### src/rtl/sw_debounce_pkg.sv
// sw_debounce_pkg: shared defaults for the slide-switch debouncer.
//   SW_WIDTH_DEF   - default number of switch bits (a[3:0] low, b[3:0] high)
//   STABLE_CNT_DEF - default hold time in cycles (10 ms at 50 MHz)
//   STABLE_CNT_SIM - short hold time for simulation benches
//   cnt_width()    - width of a counter that must hold 0..n
package sw_debounce_pkg;

    localparam int SW_WIDTH_DEF   = 8;
    localparam int STABLE_CNT_DEF = 500000;
    localparam int STABLE_CNT_SIM = 4;

    function automatic int cnt_width(input int n);
        return $clog2(n + 1);
    endfunction

endpackage

### src/rtl/sw_debounce_if.sv
// sw_debounce_if: switch-side bundle of the debouncer.
//   sw_raw  - bouncy, asynchronous switch levels (driven by master)
//   sw_db   - debounced levels; bits 3:0 are adder operand a, 7:4 operand b
//   sw_chg  - one-cycle pulse when any sw_db bit changes
//   sw_rise / sw_fall - per-bit edge pulses (only with SW_DEBOUNCE_EDGE_EN)
// Modports: master = switch/consumer side, slave = debouncer.
interface sw_debounce_if import sw_debounce_pkg::*; #(
    parameter int WIDTH = SW_WIDTH_DEF
);
    logic [WIDTH-1:0] sw_raw;
    logic [WIDTH-1:0] sw_db;
    logic             sw_chg;
`ifdef SW_DEBOUNCE_EDGE_EN
    logic [WIDTH-1:0] sw_rise;
    logic [WIDTH-1:0] sw_fall;

    modport master (output sw_raw, input sw_db, sw_chg, sw_rise, sw_fall);
    modport slave  (input sw_raw, output sw_db, sw_chg, sw_rise, sw_fall);
`else
    modport master (output sw_raw, input sw_db, sw_chg);
    modport slave  (input sw_raw, output sw_db, sw_chg);
`endif
endinterface

### src/rtl/sw_debounce_bit.sv
// debounce_bit: one switch bit -- 2-flop synchronizer, stability counter
// and debounced output flop.
//   clk, rst - clock and synchronous active-high reset
//   raw      - asynchronous switch level
//   db       - debounced level (registered)
//   upd      - combinational strobe: db loads the synced level at this edge
module debounce_bit import sw_debounce_pkg::*; #(
    parameter int STABLE_CNT = STABLE_CNT_DEF
) (
    input  logic clk,
    input  logic rst,
    input  logic raw,
    output logic db,
    output logic upd
);
    localparam int            CW   = cnt_width(STABLE_CNT);
    localparam logic [CW-1:0] LAST = CW'(STABLE_CNT - 1);

    logic          meta;
    logic          sync;
    logic [CW-1:0] cnt;

    // The mismatch has already been seen for STABLE_CNT-1 cycles; this is
    // the STABLE_CNT-th, so accept. The clear on acceptance bounds cnt.
    assign upd = (sync != db) && (cnt == LAST);

    always_ff @(posedge clk) begin
        if (rst) begin
            meta <= 1'b0;
            sync <= 1'b0;
            db   <= 1'b0;
            cnt  <= '0;
        end else begin
            meta <= raw;
            sync <= meta;
            if (sync == db) begin
                cnt <= '0;
            end else if (upd) begin
                db  <= sync;
                cnt <= '0;
            end else begin
                cnt <= cnt + CW'(1);
            end
        end
    end
endmodule

### src/rtl/sw_debounce.sv
// sw_debounce: WIDTH independent slide-switch debouncers.
//   clk_50mhz - single clock, rising edge
//   rst       - synchronous active-high reset
//   bus       - sw_debounce_if.slave: sw_raw in; sw_db, sw_chg out
//               (sw_rise/sw_fall too when SW_DEBOUNCE_EDGE_EN is defined)
// sw_db[3:0] / sw_db[7:4] feed the adder operands a / b directly.
// A clean sw_raw step reaches sw_db 2+STABLE_CNT cycles later.
// Optional feature macro: SW_DEBOUNCE_EDGE_EN adds per-bit edge pulses.
module sw_debounce import sw_debounce_pkg::*; #(
    parameter int WIDTH      = SW_WIDTH_DEF,
    parameter int STABLE_CNT = STABLE_CNT_DEF
) (
    input  logic          clk_50mhz,
    input  logic          rst,
    sw_debounce_if.slave  bus
);
    logic [WIDTH-1:0] db;
    logic [WIDTH-1:0] upd;
    logic             chg;

    for (genvar i = 0; i < WIDTH; i++) begin : g_bit
        debounce_bit #(.STABLE_CNT(STABLE_CNT)) u_bit (
            .clk (clk_50mhz),
            .rst (rst),
            .raw (bus.sw_raw[i]),
            .db  (db[i]),
            .upd (upd[i])
        );
    end

    assign bus.sw_db  = db;
    assign bus.sw_chg = chg;

    // Registered from the same strobes that load db, so the pulse lines up
    // with the first cycle showing the new sw_db value.
    always_ff @(posedge clk_50mhz) begin
        if (rst) chg <= 1'b0;
        else     chg <= |upd;
    end

`ifdef SW_DEBOUNCE_EDGE_EN
    logic [WIDTH-1:0] rise;
    logic [WIDTH-1:0] fall;

    assign bus.sw_rise = rise;
    assign bus.sw_fall = fall;

    // db still holds the old level at the load edge, so its value tells the
    // direction of the update.
    always_ff @(posedge clk_50mhz) begin
        if (rst) begin
            rise <= '0;
            fall <= '0;
        end else begin
            rise <= upd & ~db;
            fall <= upd & db;
        end
    end
`endif
endmodule

### src/flat_wrapper.sv
// flat-port wrapper written by rule: the top's interface ports become plain ports
module sw_debounce_flat import sw_debounce_pkg::*;
#(
    parameter int WIDTH      = SW_WIDTH_DEF,
    parameter int STABLE_CNT = STABLE_CNT_DEF
)
  (clk_50mhz, rst, bus_sw_raw, bus_sw_db, bus_sw_chg);
  sw_debounce_if #(.WIDTH(WIDTH)) bus_i ();
  input  logic clk_50mhz;
  input  logic rst;
  input wire logic [$bits(bus_i.sw_raw)-1:0] bus_sw_raw;
  output wire logic [$bits(bus_i.sw_db)-1:0] bus_sw_db;
  output wire logic [$bits(bus_i.sw_chg)-1:0] bus_sw_chg;
  assign bus_i.sw_raw = bus_sw_raw;
  assign bus_sw_db = bus_i.sw_db;
  assign bus_sw_chg = bus_i.sw_chg;
  sw_debounce #(.WIDTH(WIDTH), .STABLE_CNT(STABLE_CNT)) u_core (.clk_50mhz(clk_50mhz), .rst(rst), .bus(bus_i));
endmodule
### config.mk
export PLATFORM = sky130hd
export DESIGN_NAME = sw_debounce_flat
export DESIGN_NICKNAME = d
export VERILOG_FILES = /design/src/rtl/sw_debounce_pkg.sv /design/src/rtl/sw_debounce_if.sv /design/src/rtl/sw_debounce_bit.sv /design/src/rtl/sw_debounce.sv /design/src/flat_wrapper.sv
export SDC_FILE = /design/constraint.sdc
export NUM_CORES = 1
export LEC_CHECK = 0
export ABC_AREA = 1
export BUFFER_PORTS_ARGS = -buffer_cell sky130_fd_sc_hd__buf_2
export CORE_AREA = 2 2 138 106
export DETAILED_ROUTE_END_ITERATION = 10
export DIE_AREA = 0 0 140 108
export GPL_TIMING_DRIVEN = 0
export PLACE_DENSITY = 0.8
export SYNTH_ARGS = -nofsm -noshare
export SYNTH_HDL_FRONTEND = slang
export SYNTH_SLANG_ARGS = --single-unit
### constraint.sdc
create_clock -name clk_50mhz -period 1.7 [get_ports clk_50mhz]
set_input_delay 0.085 -clock clk_50mhz [delete_from_list [all_inputs] [get_ports clk_50mhz]]
set_output_delay 0.085 -clock clk_50mhz [all_outputs]
set_load 0.02 [all_outputs]
==> results.tsv <==
stage	metric	value	unit
status	outcome	complete, no violations	
route	drt-total-wl	16.6	mm
cells_and_area	final_area	9630	µm²
power_and_ir_drop	p_leak	0.00338	µW
synthesis	synth.avg_cell_area	7.35	µm²
synthesis	synth_area	8500	µm²
worst_setup_path	path_max_fanout	10	
worst_setup_path	critPathKind	reg -> reg	
grt	grt_usage	23.0	%
timing	min_period	1.59	ns
timing	fmax	627	MHz
cts	cts_tree	done	
cells_and_area	area_growth_syn_to_layout	13.3	%
synthesis	ys_seq_elements	177	
timing	worst-slew-pin-transition	0.614	ns
route	first_pass_iters	5	
power_and_ir_drop	switching_share	22.6	%
synthesis	ys_async_sr_fraction	0	%
cts	cts_root_buffer	clkbuf_16	
power_and_ir_drop	p_clk_share	46.7	%
place	hpwl	11.5	mm
timing	finClkSkew	0.00539	ns
cells_and_area	final_cells	1404	
cts	cts_buffers	17	
worst_setup_path	setup.worst_path.start	u_core.g_bit[3].u_bit.cnt[0]	
place	placed_cell_area	8810	µm²
place	place.gp.congestion	0.855	
grt	grt_pass1_wl	28.4	mm
route	final_antenna_net_count	0	
worst_hold_path	hold_class	in -> reg	
grt	antenna_found_initial	0	
die	dieArea	15100	µm²
die	core	13700	µm²
cells_and_area	final_nets	1234	
worst_hold_path	holdCritStartpoint	rst	
worst_setup_path	worstPathArrival	1.92	ns
route	via_per_inst	5.07	
worst_setup_path	critPathRequiredTime	2.02	ns
die	die_w	140	µm
power_and_ir_drop	p_int	6290	µW
cts	path_clk_slew	0.07	ns
die	ioPinCount	19	
worst_setup_path	endpoint_kind	flip-flop	
cts	clk_latency	0.43	ns
route	drc	0	
worst_setup_path	timing.rr.start	u_core.g_bit[3].u_bit.cnt[0]	
synthesis	synth_edf_count	0	
place	dp.cells	1349	
cells_and_area	drive_above_1_share	13.5	%
timing	slew_headroom	59.0	%
power_and_ir_drop	finalPower	8120	µW
timing	hold_violations	0	
power_and_ir_drop	netSwitchingPower	1840	µW
route	drtIter0Drc	365	
die	die_h	108	µm
synthesis	synth.distinct_cells	40	
route	via_count	7116	
worst_setup_path	crit_path_start_kind	flip-flop	
grt	grt_max_degree	18	
cts	clock_sinks	177	
synthesis	mappedNetlistNets	1174	
synthesis	yosysSeqAreaShare	41.7	%
cells_and_area	layout.cells.most_common	nor2_1	
grt	top_usage_layer	met2	
timing	min_period_over_period	93.8	%
power_and_ir_drop	irDropWorstVdd	0.785	mV
cells_and_area	final_cell_mix	255 x nor2_1, 208 x nand2_1, 172 x dfxtp_1, 138 x inv_1, 62 x nand3_1	
power_and_ir_drop	power_frac_seq	51.5	%
grt	use_met1	30.9	%
grt	grt_util_met3	5.54	%
power_and_ir_drop	power_frac_comb	1.8	%
cells_and_area	num_antenna_cells	0	
synthesis	synth_top_flop_cell	dfxtp_1	
timing	slew_violations	0	
die	initial_core_util	62.3	%
grt	use_met2	37.5	%
cts	cts_htree_levels	4	
die	core.rowCount	37	
timing	setup_viol	0	
grt	overflow	0	
synthesis	yosysWarningCount	0	
flow_run	maxCapViolations	0	
grt	grt_pass1_vias	6491	
synthesis	netlist_instances	1156	
cts	clock_path_buffers	2	
place	port_buffers	18	
power_and_ir_drop	power.density	844	nW/µm²
route	avgRoutedWirePerCell	11.8	µm
-- per-layer routing --
layer | vias to the layer above | part of all wire (%) | routed length [µm]
met1 | 3219 | 49 | 8100
met2 | 143 | 45 | 7540
met4 | 0 | 1.2 | 204
met3 | 18 | 4.5 | 745
met5 | - | 0 | 0
li1 | 3736 | - | -
-- cell type report --
type / count / area (µm²)
Timing Repair Buffer: 41 / 295
Buffer: 19 / 161
Fill cell: 1058 / 4030
Sequential cell: 177 / 3550
Multi-Input combinational cell: 818 / 4290
Clock buffer: 17 / 425
Tap cell: 175 / 219
Inverter: 142 / 533
Clock inverter: 15 / 150
-- power by group through the flow --
stage | logic [µW] | clock network [µW] | registers (µW)
after floorplan | 80.2 | 0 | 4270
after global placement | 117 | 0 | 4280
after detailed placement | 119 | 0 | 4280
after CTS | 134 | 3860 | 4180
after global routing | 165 | 4050 | 4180
final | 149 | 3790 | 4180
-- sequential cells by signal (all words and copies together) (netlist names) --
signal and flops:
u_core.bus.sw_chg 1, u_core.g_bit.u_bit.db 8, u_core.g_bit.u_bit.meta 8, u_core.g_bit.u_bit.sync 8, u_core.g_bit.u_bit.cnt 152
-- worst max-delay path, stage by stage (launching register included) --
cell	delay [ns]
dfxtp_4	0.37
ha_2	0.19
nand2_1	0.09
inv_1	0.08
nand2_1	0.08
nor2_1	0.12
nand3_2	0.18
nand2_4	0.17
buf_6	0.15
nor2_1	0.05
-- what timing repair did --
item,4_1_cts,5_1_grt
setup endpoints to repair,0,80
resized for setup,0,13
hold endpoints to repair,8,0
hold buffers,8,0
setup buffers,0,15
-- cells in the mapped netlist, types with 2 or more instances --
master,count,area share [%]
a211oi_1,4,0.35
xor2_1,58,6.0
nor2_4,9,1.2
nand3b_1,3,0.26
or2_0,7,0.52
nor3_1,35,2.1
nand2_1,208,9.2
a31oi_1,4,0.29
nand2_4,5,0.66
ha_1,8,1.2
inv_2,3,0.13
nand3_1,63,3.7
nand2_2,12,0.88
buf_1,2,0.088
nand4_4,2,0.50
o21ai_0,11,0.65
nor3b_2,3,0.44
xnor2_1,17,1.8
o21a_1,4,0.35
buf_4,9,0.79
nor2_1,255,11
buf_6,6,0.79
nand4_1,19,1.4
nand3_2,19,2.2
inv_1,138,6.1
dfxtp_1,177,42
a21oi_1,39,2.3
nor3b_1,5,0.44
nor2_2,18,1.3
nor3_4,3,0.57
-- final timing paths --
check	to	slack, ns	cells past startpoint
setup / recovery	u_core.g_bit[3].u_bit.cnt[11]	0.11	9
hold / removal	u_core.g_bit[5].u_bit.cnt[8]	0.1	4
setup reg to reg	u_core.g_bit[3].u_bit.cnt[11]	0.11	9
hold reg to reg	u_core.g_bit[2].u_bit.sync	0.40	2
-- kinds of logic after synthesis --
family	count (synthesis)	synth area share (%)
buf+inv	161	8.17
compound gates	64	4.12
flops	177	41.7
simple gates	671	37.1
xor+xnor	75	7.73
fa+ha+maj	8	1.18
-- metrics by stage --
stage / utilization (%) / setup slack [ns] / hold WS (ns) / setup TNS (ns)
2_1_floorplan: - / 0.280 / 0.192 / 0
3_3_place_gp: 64.5 / 0.0457 / 0.290 / 0
3_5_place_dp: 64.5 / 0.0135 / 0.300 / 0
4_1_cts: 69.3 / 0.00302 / 0.0558 / 0
5_1_grt: 70.5 / -0.0390 / 0.0970 / -0.0656
6_report: 70.5 / 0.106 / 0.0964 / 0
Note: power is estimated with default switching activity, not from simulation.
